[config.mk]
export PLATFORM = sky130hd
export DESIGN_NAME = ads127l1x_channel_scheduler
export DESIGN_NICKNAME = d
export VERILOG_FILES = /design/src/rtl/ads127l1x_channel_scheduler.sv
export SDC_FILE = /design/constraint.sdc
export NUM_CORES = 1
export LEC_CHECK = 0
export ABC_CLOCK_PERIOD_IN_PS = 4650
export BUFFER_PORTS_ARGS = -buffer_cell sky130_fd_sc_hd__buf_2
export CORE_AREA = 2 2 260 134
export CTS_CLUSTER_DIAMETER = 40
export DETAILED_ROUTE_END_ITERATION = 10
export DIE_AREA = 0 0 262 136
export PLACE_DENSITY = 0.62
export REMOVE_ABC_BUFFERS = 1
export SLEW_MARGIN = 20
export SYNTH_ARGS = -nofsm -noshare
export SYNTH_HDL_FRONTEND = slang
export SYNTH_SLANG_ARGS = --single-unit
[constraint.sdc]
create_clock -name clk -period 4.65 [get_ports clk]
set_input_delay 0.93 -clock clk [delete_from_list [all_inputs] [get_ports clk]]
set_output_delay 0.93 -clock clk [all_outputs]
set_load 0.1 [all_outputs]
[src/rtl/ads127l1x_channel_scheduler.sv]
// Streams one captured ADS127L1x frame as a header word followed by one word per
// enabled channel on a 32-bit AXI-Stream; frames arriving mid-drain are dropped and counted.
module ads127l1x_channel_scheduler #(
  parameter int BITS_PER_PACKET = 24,
  parameter int CHANNEL_COUNT   = 8
) (
  input  logic                                     clk,
  input  logic                                     rst_n,
  input  logic                                     enable,
  input  logic [CHANNEL_COUNT-1:0]                 ch_mask,
  input  logic                                     data_ready,
  input  logic [CHANNEL_COUNT*BITS_PER_PACKET-1:0] ch_packets,
  output logic [31:0]                              m_tdata,
  output logic                                     m_tvalid,
  input  logic                                     m_tready,
  output logic                                     m_tlast,
  output logic                                     busy,
  output logic                                     overrun,
  output logic [15:0]                              overrun_count
);

  typedef enum logic [1:0] {S_IDLE = 2'd0, S_HDR = 2'd1, S_CHAN = 2'd2} state_t;

  // Returns {found, index} of the lowest set mask bit at or above start.
  function automatic logic [4:0] find_from(input logic [CHANNEL_COUNT-1:0] mask,
                                           input logic [4:0] start);
    logic [4:0] res;
    res = 5'd0;
    for (int k = CHANNEL_COUNT - 1; k >= 0; k--) begin
      if (mask[k] && (5'(k) >= start)) begin
        res = {1'b1, 4'(k)};
      end
    end
    return res;
  endfunction

  function automatic logic [31:0] chan_word(input logic [3:0] idx,
                                            input logic [CHANNEL_COUNT*BITS_PER_PACKET-1:0] pkts);
    logic [23:0] pkt;
    pkt = 24'd0;
    pkt[BITS_PER_PACKET-1:0] = pkts[int'(idx)*BITS_PER_PACKET +: BITS_PER_PACKET];
    return {4'hC, idx, pkt};
  endfunction

  state_t                                 r_state;
  logic                                   r_dr_d;
  logic [15:0]                            r_seq;
  logic [15:0]                            r_sh_seq;
  logic [CHANNEL_COUNT-1:0]               r_sh_mask;
  logic [CHANNEL_COUNT*BITS_PER_PACKET-1:0] r_sh_pkts;
  logic [3:0]                             r_idx;
  logic [31:0]                            r_data;
  logic                                   r_valid;
  logic                                   r_last;
  logic                                   r_busy;
  logic                                   r_overrun;
  logic [15:0]                            r_ovr_cnt;

  logic       w_fe, w_take, w_hs, w_accept, w_drop, w_more;
  logic [4:0] w_start, w_cur, w_after;
  logic [7:0] w_mask8;
  state_t     w_nxt_state;
  logic       w_nxt_valid, w_nxt_last;
  logic [31:0] w_nxt_data;
  logic [3:0] w_nxt_idx;

  assign w_fe     = data_ready & ~r_dr_d;
  assign w_take   = w_fe & enable & (|ch_mask);
  assign w_hs     = r_valid & m_tready;
  // A new frame landing on the closing handshake is accepted rather than dropped.
  assign w_accept = w_take & ((r_state == S_IDLE) | (r_state == S_CHAN & w_hs & r_last));
  assign w_drop   = w_take & ~w_accept;
  assign w_mask8  = 8'(r_sh_mask);

  // Channel walk: current word index and whether another enabled channel follows it.
  always_comb begin
    w_start = 5'd0;
    if (r_state == S_HDR) begin
      w_start = 5'd0;
    end else begin
      w_start = {1'b0, r_idx} + 5'd1;
    end
    w_cur   = find_from(r_sh_mask, w_start);
    w_after = find_from(r_sh_mask, {1'b0, w_cur[3:0]} + 5'd1);
    w_more  = w_after[4];
  end

  // Next-state and output-word selection.
  always_comb begin
    w_nxt_state = r_state;
    w_nxt_valid = r_valid;
    w_nxt_data  = r_data;
    w_nxt_last  = r_last;
    w_nxt_idx   = r_idx;
    case (r_state)
      S_IDLE: begin
        if (w_accept) w_nxt_state = S_HDR;
        else          w_nxt_state = S_IDLE;
      end
      S_HDR: begin
        if (!r_valid) begin
          w_nxt_valid = 1'b1;
          w_nxt_data  = {8'hA5, w_mask8, r_sh_seq};
          w_nxt_last  = 1'b0;
        end else if (w_hs) begin
          w_nxt_state = S_CHAN;
          w_nxt_idx   = w_cur[3:0];
          w_nxt_data  = chan_word(w_cur[3:0], r_sh_pkts);
          w_nxt_last  = ~w_more;
        end else begin
          w_nxt_state = S_HDR;
        end
      end
      S_CHAN: begin
        if (w_hs && r_last) begin
          w_nxt_valid = 1'b0;
          w_nxt_last  = 1'b0;
          w_nxt_data  = 32'd0;
          w_nxt_state = w_accept ? S_HDR : S_IDLE;
        end else if (w_hs) begin
          w_nxt_idx   = w_cur[3:0];
          w_nxt_data  = chan_word(w_cur[3:0], r_sh_pkts);
          w_nxt_last  = ~w_more;
        end else begin
          w_nxt_state = S_CHAN;
        end
      end
      default: begin
        w_nxt_state = S_IDLE;
        w_nxt_valid = 1'b0;
        w_nxt_data  = 32'd0;
        w_nxt_last  = 1'b0;
        w_nxt_idx   = 4'd0;
      end
    endcase
  end

  // State, stream output, snapshot and overrun registers.
  always_ff @(posedge clk or negedge rst_n) begin
    if (!rst_n) begin
      r_state   <= S_IDLE;
      r_dr_d    <= 1'b0;
      r_seq     <= 16'd0;
      r_sh_seq  <= 16'd0;
      r_sh_mask <= '0;
      r_sh_pkts <= '0;
      r_idx     <= 4'd0;
      r_data    <= 32'd0;
      r_valid   <= 1'b0;
      r_last    <= 1'b0;
      r_busy    <= 1'b0;
      r_overrun <= 1'b0;
      r_ovr_cnt <= 16'd0;
    end else begin
      r_state   <= w_nxt_state;
      r_dr_d    <= data_ready;
      r_idx     <= w_nxt_idx;
      r_data    <= w_nxt_data;
      r_valid   <= w_nxt_valid;
      r_last    <= w_nxt_last;
      r_busy    <= (w_nxt_state != S_IDLE);
      r_overrun <= w_drop;
      if (w_take) begin
        r_seq <= r_seq + 16'd1;
      end else begin
        r_seq <= r_seq;
      end
      if (w_accept) begin
        r_sh_seq  <= r_seq;
        r_sh_mask <= ch_mask;
        r_sh_pkts <= ch_packets;
      end else begin
        r_sh_seq  <= r_sh_seq;
        r_sh_mask <= r_sh_mask;
        r_sh_pkts <= r_sh_pkts;
      end
      if (w_drop && (r_ovr_cnt != 16'hFFFF)) begin
        r_ovr_cnt <= r_ovr_cnt + 16'd1;
      end else begin
        r_ovr_cnt <= r_ovr_cnt;
      end
    end
  end

  assign m_tdata       = r_data;
  assign m_tvalid      = r_valid;
  assign m_tlast       = r_last;
  assign busy          = r_busy;
  assign overrun       = r_overrun;
  assign overrun_count = r_ovr_cnt;

endmodule

==> summary.md, run 1 <==
| Metric | Value |
|---|---|
| Outcome | completed |
| CTS buffer count | 36 |
| Gate Count Post-Synth | approximately 1000 |
| Die Ht | between 100 and 150 microns |
| Vias in the first global route | just under 10000 |
| CP endpoint kind | flop |
| Max Fclk | approximately 250 MHz |
| First-pass GRT wire length | 56.14 mm |
| Area share of the largest cell type after synthesis | a little over half |
| Clock tree buffer depth | 3 |
| # hold bufs at CTS | 0 |
| Tcrit/Tclk final | a little over four fifths |
| Gpl congestion | around 0.84 |
| Number of setup buffers added after CTS | 0 |
| CORE AREA | between 30000 and 40000 sq um |
| Max cap viols | 0 |
| Synth Cell Area | about 13000 sq um |
| Clock Sinks | a little under 300 |
| Port Buffers | 256 |
| Final Hold Fails | 0 |
| Initial core utilization | between 30% and 40% |
| Worst R2R Path Depth | 10 |
| Design Area, Final | about 17000 sq um |
| Clock tree root driver cell | clkbuf_16 |
| Synth Register Bits | a little under 300 |
| Die ar. | roughly 36000 sq um |
| Detailed placement HPWL | between 20 and 25 mm |
| Yosys cell types | 62 |
| Routed WL | 36.49 mm |
| Post-cts sizing count | 0 |
| CP Max Fanout | 45 |
| Maximum level of the CTS H-tree | 2 |
| Worst-path clk slew | roughly 60 ps |
| Vias | roughly 9500 |
| Peak VDD IR | 0.5845 mV |
| Top_reg_cell synth | dfrtp_1 |
| Area leader, netlist | dfrtp_1 |
| Wire per inst | 20.64 microns |
| Post-synthesis xor/xnor area fraction | under 10% |
| Mux share of post-synthesis cell area | a little under a quarter |
| Tightest Pin Transition | between 1000 and 1500 ps |
| Placed Area | 15240 sq um |
| Synth warnings | 0 |
| Crit path DAT | between 4000 and 5000 ps |
| Compound-cell area share of the yosys netlist | between 10% and 20% |
| Reg-to-Reg Start | r_state[1] |
| Total iterations of the first detailed-routing run | 5 |
| Nets | roughly 1500 |
| Vias per cell | about 5.4 |
| Synth async-reset ratio | 100.0% |
| I/O pin count | about 260 |
| Power density over the cells | ~760 nW/um^2 |
| Number of flops mapped to enable cells by yosys | 0 |
| Initial antenna violation count | 0 |
| Combinational family with the most area after synthesis | multiplexers |
| Hold crit path type | input port to async pin |
| Flop2flop setup slack | slightly above 700 ps |
| RSZ-0062 raised after global routing | no |
| Die Wd | about 260 microns |
| Leakage power | about 7.6 nW |
| Critical path class | flop to flop |
| # setup viols final | 0 |
| 1st-iter DRT viols | roughly 650 |
| Top cells by area, synth | dfrtp_1, mux2_2, mux2i_1, xnor2_1, a22oi_1 |
| WP data required | approximately 5000 ps |
| Total track usage | 20.52% |
| DRC violations left | 0 |
| Slew Limit Fails | 0 |
| Area delta synth->final | 23.07% |
| Largest net degree at the start of global routing | between 100 and 150 |
| Row Count | 48 |
| Layout cells sized above 1 | between 40% and 50% |
| Worst rel slew slack | between 10% and 20% |
| Post-route ant nets | 0 |
| Clk Latency, worst-skew pair | roughly 520 ps |
| Min Tclk post-route | slightly below 4000 ps |
| Synth Area in Adders | 0.9309% |
| Setup crit start kind | flop |
| Sequential element share of the synthesized area | approximately 54% |
| Post-Synth Simple-Gate Area | 6.433% |
| Worst reg2reg path endpoint | m_tdata[4] |
| Total power | between 10 and 15 mW |
| CTS tree | yes |
| Skew final | ~22 ps |
| Avg Synthesized Cell Area | around 13 sq um |
| Grt ovf | 0 |
==> logic make-up (layout without fill, tap and decap cells) <==
family | count (synthesis) | in the layout
AO/OA/AOI/OAI | 195 | 195
XOR/XNOR | 31 | 31
adder cells (fa/ha/maj) | 10 | 10
buffers and inverters | 80 | 351
flip-flops | 290 | 290
multiplexers | 276 | 276
other | 0 | 1
AND/OR/NAND/NOR | 164 | 164
==> cells in the final DEF (no fill, tap or decap), types with 23 or more instances in the layout <==
cell type	instances
a22oi_1	24
and3_1	28
buf_2	255
clkbuf_16	37
dfrtp_1	290
mux2_2	233
mux2i_1	34
nand2_1	28
nand3_1	26
nor2_1	28
o21ai_0	24
xnor2_1	23
==> critical path: stages, from the launching register on <==
cell	delay (ps)
dfrtp_1	400
inv_1	100
ha_1	370
o21bai_1	250
a31oi_1	440
nor2_1	160
o221a_4	380
buf_4	330
nor2_1	970
a221o_1	320
o21ai_1	70
==> flip-flops by register name (all words and copies together) (netlist names), 2 cells and up <==
| signal | cells |
|---|---|
| m_tdata | 32 |
| overrun_count | 16 |
| r_idx | 3 |
| r_seq | 16 |
| r_sh_mask | 8 |
| r_sh_pkts | 192 |
| r_sh_seq | 16 |
| r_state | 2 |
==> worst max path at each step <==
| stage | startpoint | to | cells after the start | slack (ps) |
|---|---|---|---|---|
| after global routing | r_state[1] | m_tdata[8] | 10 | 550 |
| after detailed placement | r_state[1] | m_tdata[8] | 10 | 820 |
| after CTS | r_state[1] | m_tdata[8] | 10 | 810 |
| final | r_state[1] | m_tdata[4] | 10 | 710 |
| after global placement | r_state[1] | m_tdata[8] | 10 | 1020 |
| after floorplan | m_tvalid | r_sh_mask[0] | 4 | -8220 |
==> final cells by class <==
cell class | instances | area (sq um)
sequential | 290 | 7257
inverter | 9 | 38.79
clock buffer | 45 | 975.9
multi-input combinational | 676 | 5819
antenna | 1 | 2.502
fill | 3015 | 17090
clock inverter | 17 | 325.3
timing repair buffer | 280 | 1559
tap | 450 | 563.0
==> synthesized netlist by cell type, types with 6 or more instances <==
master     instances
dfrtp_1          290
xor2_1             7
and2_1            19
nand4_1           10
o221ai_1          15
o21ai_1           11
and3_1            28
xnor2_1           23
nand3_1           26
o211a_1           14
a31oi_1           18
a2111oi_0         10
a211oi_1          16
clkbuf_1          40
buf_6              6
a21oi_1            7
a22oi_1           24
inv_1              8
a221o_1           11
buf_2             21
mux2i_1           34
ha_1              10
mux2_2           233
mux2_1             9
o31ai_1           16
nor2_1            28
o21ai_0           24
nand2_1           28
==> metrics by stage <==
stage                     setup TNS (ps)  setup WS, ps  cells  hold slack (ps)  utilization [%]
after global placement                 0          1016   1705            462.3            45.31
after floorplan                 -1775740         -8221    975            440.0                -
after CTS                              0         812.4   1767            470.6            49.17
final                                  0         712.7   1768            410.0            49.18
after global routing                   0         553.8   1767            478.9            49.17
after detailed placement               0         819.0   1705            458.7            45.31
==> power by group <==
group,total [mW],switching [mW],internal [mW]
Clock,3.11,1.15,1.96
Combinational,5.31,3.17,2.15
Sequential,4.21,0.659,3.55
==> layer usage <==
metal / part of all wire (%) / vias up / wire length [microns] / GRT usage [%]
met4: 1.9 / 0 / 681 / 4.677
met2: 42 / 267 / 15480 / 29.93
met3: 6.2 / 54 / 2269 / 4.213
met5: 0 / - / 0 / 0
li1: - / 4420 / - / -
met1: 49 / 4794 / 18060 / 31.14
Power figures use the tool's default switching activity.
==> run 2, diff against run 1 <==
Settings changed: ABC_AREA set to 1, ABC_CLOCK_PERIOD_IN_PS 4650 to 3700, CORE_AREA 2 2 260 134 to 2 2 267 137, DIE_AREA 0 0 262 136 to 0 0 269 139.
Clock period 4.65 ns to 3.7 ns, I/O delays scaled along.
==> summary.md, run 2 <==
| Metric | Value |
|---|---|
| Top_reg_cell synth | dfrtp_1 |
| Vias | 12859 |
| Fin util | approximately half |
| Worst-path clk slew | around 60 ps |
| Die Ht | ~140 microns |
| Skew final | roughly 23 ps |
| Critical path class | flop to flop |
| Hold crit path type | input port to async pin |
| CP Cell Sequence | inv_1 > ha_1 > inv_2 > nand3_1 > nand4_1 > buf_4 > nand2_4 > inv_2 > ha_1 > inv_1 > nand3_1 > nand3_1 > nand2_1 > inv_1 > nand2_1 > o21bai_1 > nand2_1 > nand2_1 |
| RSZ-0062 raised after global routing | no |
| Top reg by flops | r_sh_pkts |
| Grt ovf | 0 |
| CP Max Fanout | 18 |
| Clock tree buffer depth | 3 |
| Slew Limit Fails | 0 |
| Ant diodes | 0 |
| Filler instances | about 3600 |
| Yosys cell types | 39 |
| Slowest library cell on the worst path | dfrtp_1 |
| CTS buffer count | 34 |
| Clock Sinks | 290 |
| Total power | about 16 mW |
| Port Buffers | approximately 260 |
| Post-cts sizing count | 0 |
| Largest register FFs | approximately 190 |
| Outcome | completed |
| Top cells by area, synth | dfrtp_1, nand2_1, nand3_1, inv_1, o21ai_0 |
| Setup crit start kind | flop |
| I/O pin count | approximately 260 |
| CTS tree | yes |
| Worst rel slew slack | 46.32% |
| Most frequent cells in the layout | nand2_1, dfrtp_1, nand3_1 |
| Critical path startpoint | r_state[1] |
| Peak VDD IR | 0.8152 mV |
| Min Tclk post-route | between 2000 and 3000 ps |
| Area delta synth->final | 20.70% |
| Max Fclk | around 330 MHz |
| Synth Cell Area | between 10000 and 15000 sq um |
| 1st-iter DRT viols | between 1000 and 1500 |
| Number of setup buffers added after CTS | 0 |
| Area leader, netlist | dfrtp_1 |
| CP endpoint kind | flop |
| Maximum level of the CTS H-tree | 2 |
| Area share of the largest cell type after synthesis | 51.00% |
| Worst R2R Path Depth | 18 |
| Most frequent cell on the critical path | nand2_1 |
| CP max stage delay | 420 ps |
| Total track usage | about 23% |
| Vias per cell | 5.002 |
| Post-synth top cells | nand2_1, dfrtp_1, nand3_1, inv_1, o21ai_0 |
| Die ar. | roughly 37000 sq um |
| Sequential element share of the synthesized area | 51.00% |
| Vias in the first global route | 12289 |
| Post-route ant nets | 0 |
| Largest net degree at the start of global routing | 160 |
| Nets | between 2000 and 2500 |
| Tightest Pin Transition | between 800 and 900 ps |
| Gate Count Post-Synth | about 1800 |
| WP data required | just over 4000 ps |
| Avg Synthesized Cell Area | 7.704 sq um |
| Synth Register Bits | between 200 and 300 |
| # hold bufs at CTS | 0 |
| Initial antenna violation count | 0 |
| Die Wd | between 200 and 300 microns |
| Max cap viols | 0 |
| Number of flops mapped to enable cells by yosys | 0 |
| Register area | slightly above 7000 sq um |
| Final Hold Fails | 0 |
| CORE AREA | ~35000 sq um |
| Most frequent cell after synthesis | nand2_1 |
| Tcrit/Tclk final | 80.85% |
| Power density over the cells | 917.9 nW/um^2 |
| Wire per inst | 16.67 microns |
| Worst Path Buf+Inv | 6 |
| Layout cells sized above 1 | between 15 and 20% |
| Gpl congestion | between 0.8 and 0.9 |
| Crit path DAT | ~3400 ps |
| Clk Latency, worst-skew pair | around 530 ps |
| Reg-to-Reg Start | r_state[1] |
| Total iterations of the first detailed-routing run | 6 |
| DRC violations left | 0 |
| Flop2flop setup slack | 710 ps |
| Area of the multi-input gates | between 5000 and 6000 sq um |
| # setup viols final | 0 |
| Cell family with most CP delay | simple AND/OR/NAND/NOR gates |
| Initial core utilization | between 40% and 50% |
| Detailed placement HPWL | around 29 mm |
| First-pass GRT wire length | slightly below 70 mm |
| Synth async-reset ratio | 100.0% |
| Synth warnings | 0 |
| Clock tree root driver cell | clkbuf_16 |
| Worst reg2reg path endpoint | m_tlast |
| Commonest non-fill, non-tap cell in the layout | nand2_1 |
| Row Count | 49 |
| Routed WL | between 40 and 50 mm |
| Leakage power | slightly below 9 nW |
-- run 2: changes by cell type after synthesis, moves of 19 or more --
cell | before | now
mux2_2 | 233 | 0
buf_2 | 21 | 50
inv_1 | 8 | 179
and2_1 | 19 | 0
a22oi_1 | 24 | 2
and3_1 | 28 | 0
nand3_1 | 26 | 270
mux2i_1 | 34 | 0
nand2_1 | 28 | 689
o21ai_0 | 24 | 118
a21oi_1 | 7 | 28
-- run 2: per-stage QoR --
stage / instances / worst slack [ps] / setup TNS [ps] / hold slack [ps] / instance area, sq um
final: 2571 / 708.5 / 0 / 233.2 / 17180
after detailed placement: 2511 / 704.6 / 0 / 451.4 / 16040
after global placement: 2511 / 796.4 / 0 / 444.6 / 16040
after global routing: 2571 / 430.8 / 0 / 298.6 / 17180
after CTS: 2571 / 767.5 / 0 / 277.7 / 17180
after floorplan: 1743 / -6369 / -1161510 / 433.2 / 13740
-- run 2: worst max-delay path by stage --
stage	end	slack, ps	cells past startpoint
global placement	r_sh_seq[2]	800	8
global route	m_tlast	430	25
floorplan	r_sh_seq[0]	-6370	6
CTS	m_tlast	770	18
finish	m_tlast	710	18
detailed placement	r_sh_pkts[137]	700	8
-- run 2: worst register-to-register path, stage by stage, from the launching register on --
cell and delay (ps):
dfrtp_1 420, inv_1 90, ha_1 380, inv_2 120, nand3_1 210, nand4_1 230
buf_4 290, nand2_4 120, inv_2 60, ha_1 200, inv_1 50, nand3_1 160
nand3_1 130, nand2_1 60, inv_1 60, nand2_1 50, o21bai_1 170, nand2_1 70
nand2_1 50
-- run 2: kinds of logic after synthesis --
| group | after synthesis | share of synthesized area, % |
|---|---|---|
| simple gates | 1047 | 31.08 |
| buf+inv | 292 | 8.379 |
| flops | 290 | 51.00 |
| compound gates | 178 | 6.814 |
| xor+xnor | 30 | 1.846 |
| fa+ha+maj | 10 | 0.8793 |
-- run 2: power by group --
| group | internal [mW] | switching, mW | total, mW |
|---|---|---|---|
| combinational | 2.14 | 5.11 | 7.25 |
| clock | 2.07 | 1.35 | 3.42 |
| sequential | 4.43 | 0.658 | 5.09 |
-- run 2: area by class of cell --
type,instances,share of cell area (%)
multi-input combinational,1265,33.85
inverter,188,4.123
timing repair buffer,284,9.616
clock buffer,50,5.966
sequential,290,42.25
tap,484,3.526
clock inverter,10,0.6702
-- run 2: routing by layer --
layer / global-route usage, % / routed length (microns)
met3: 3.942 / 2829
met5: 0 / 0
met1: 36.45 / 21490
met2: 32.39 / 17930
met4: 4.737 / 623
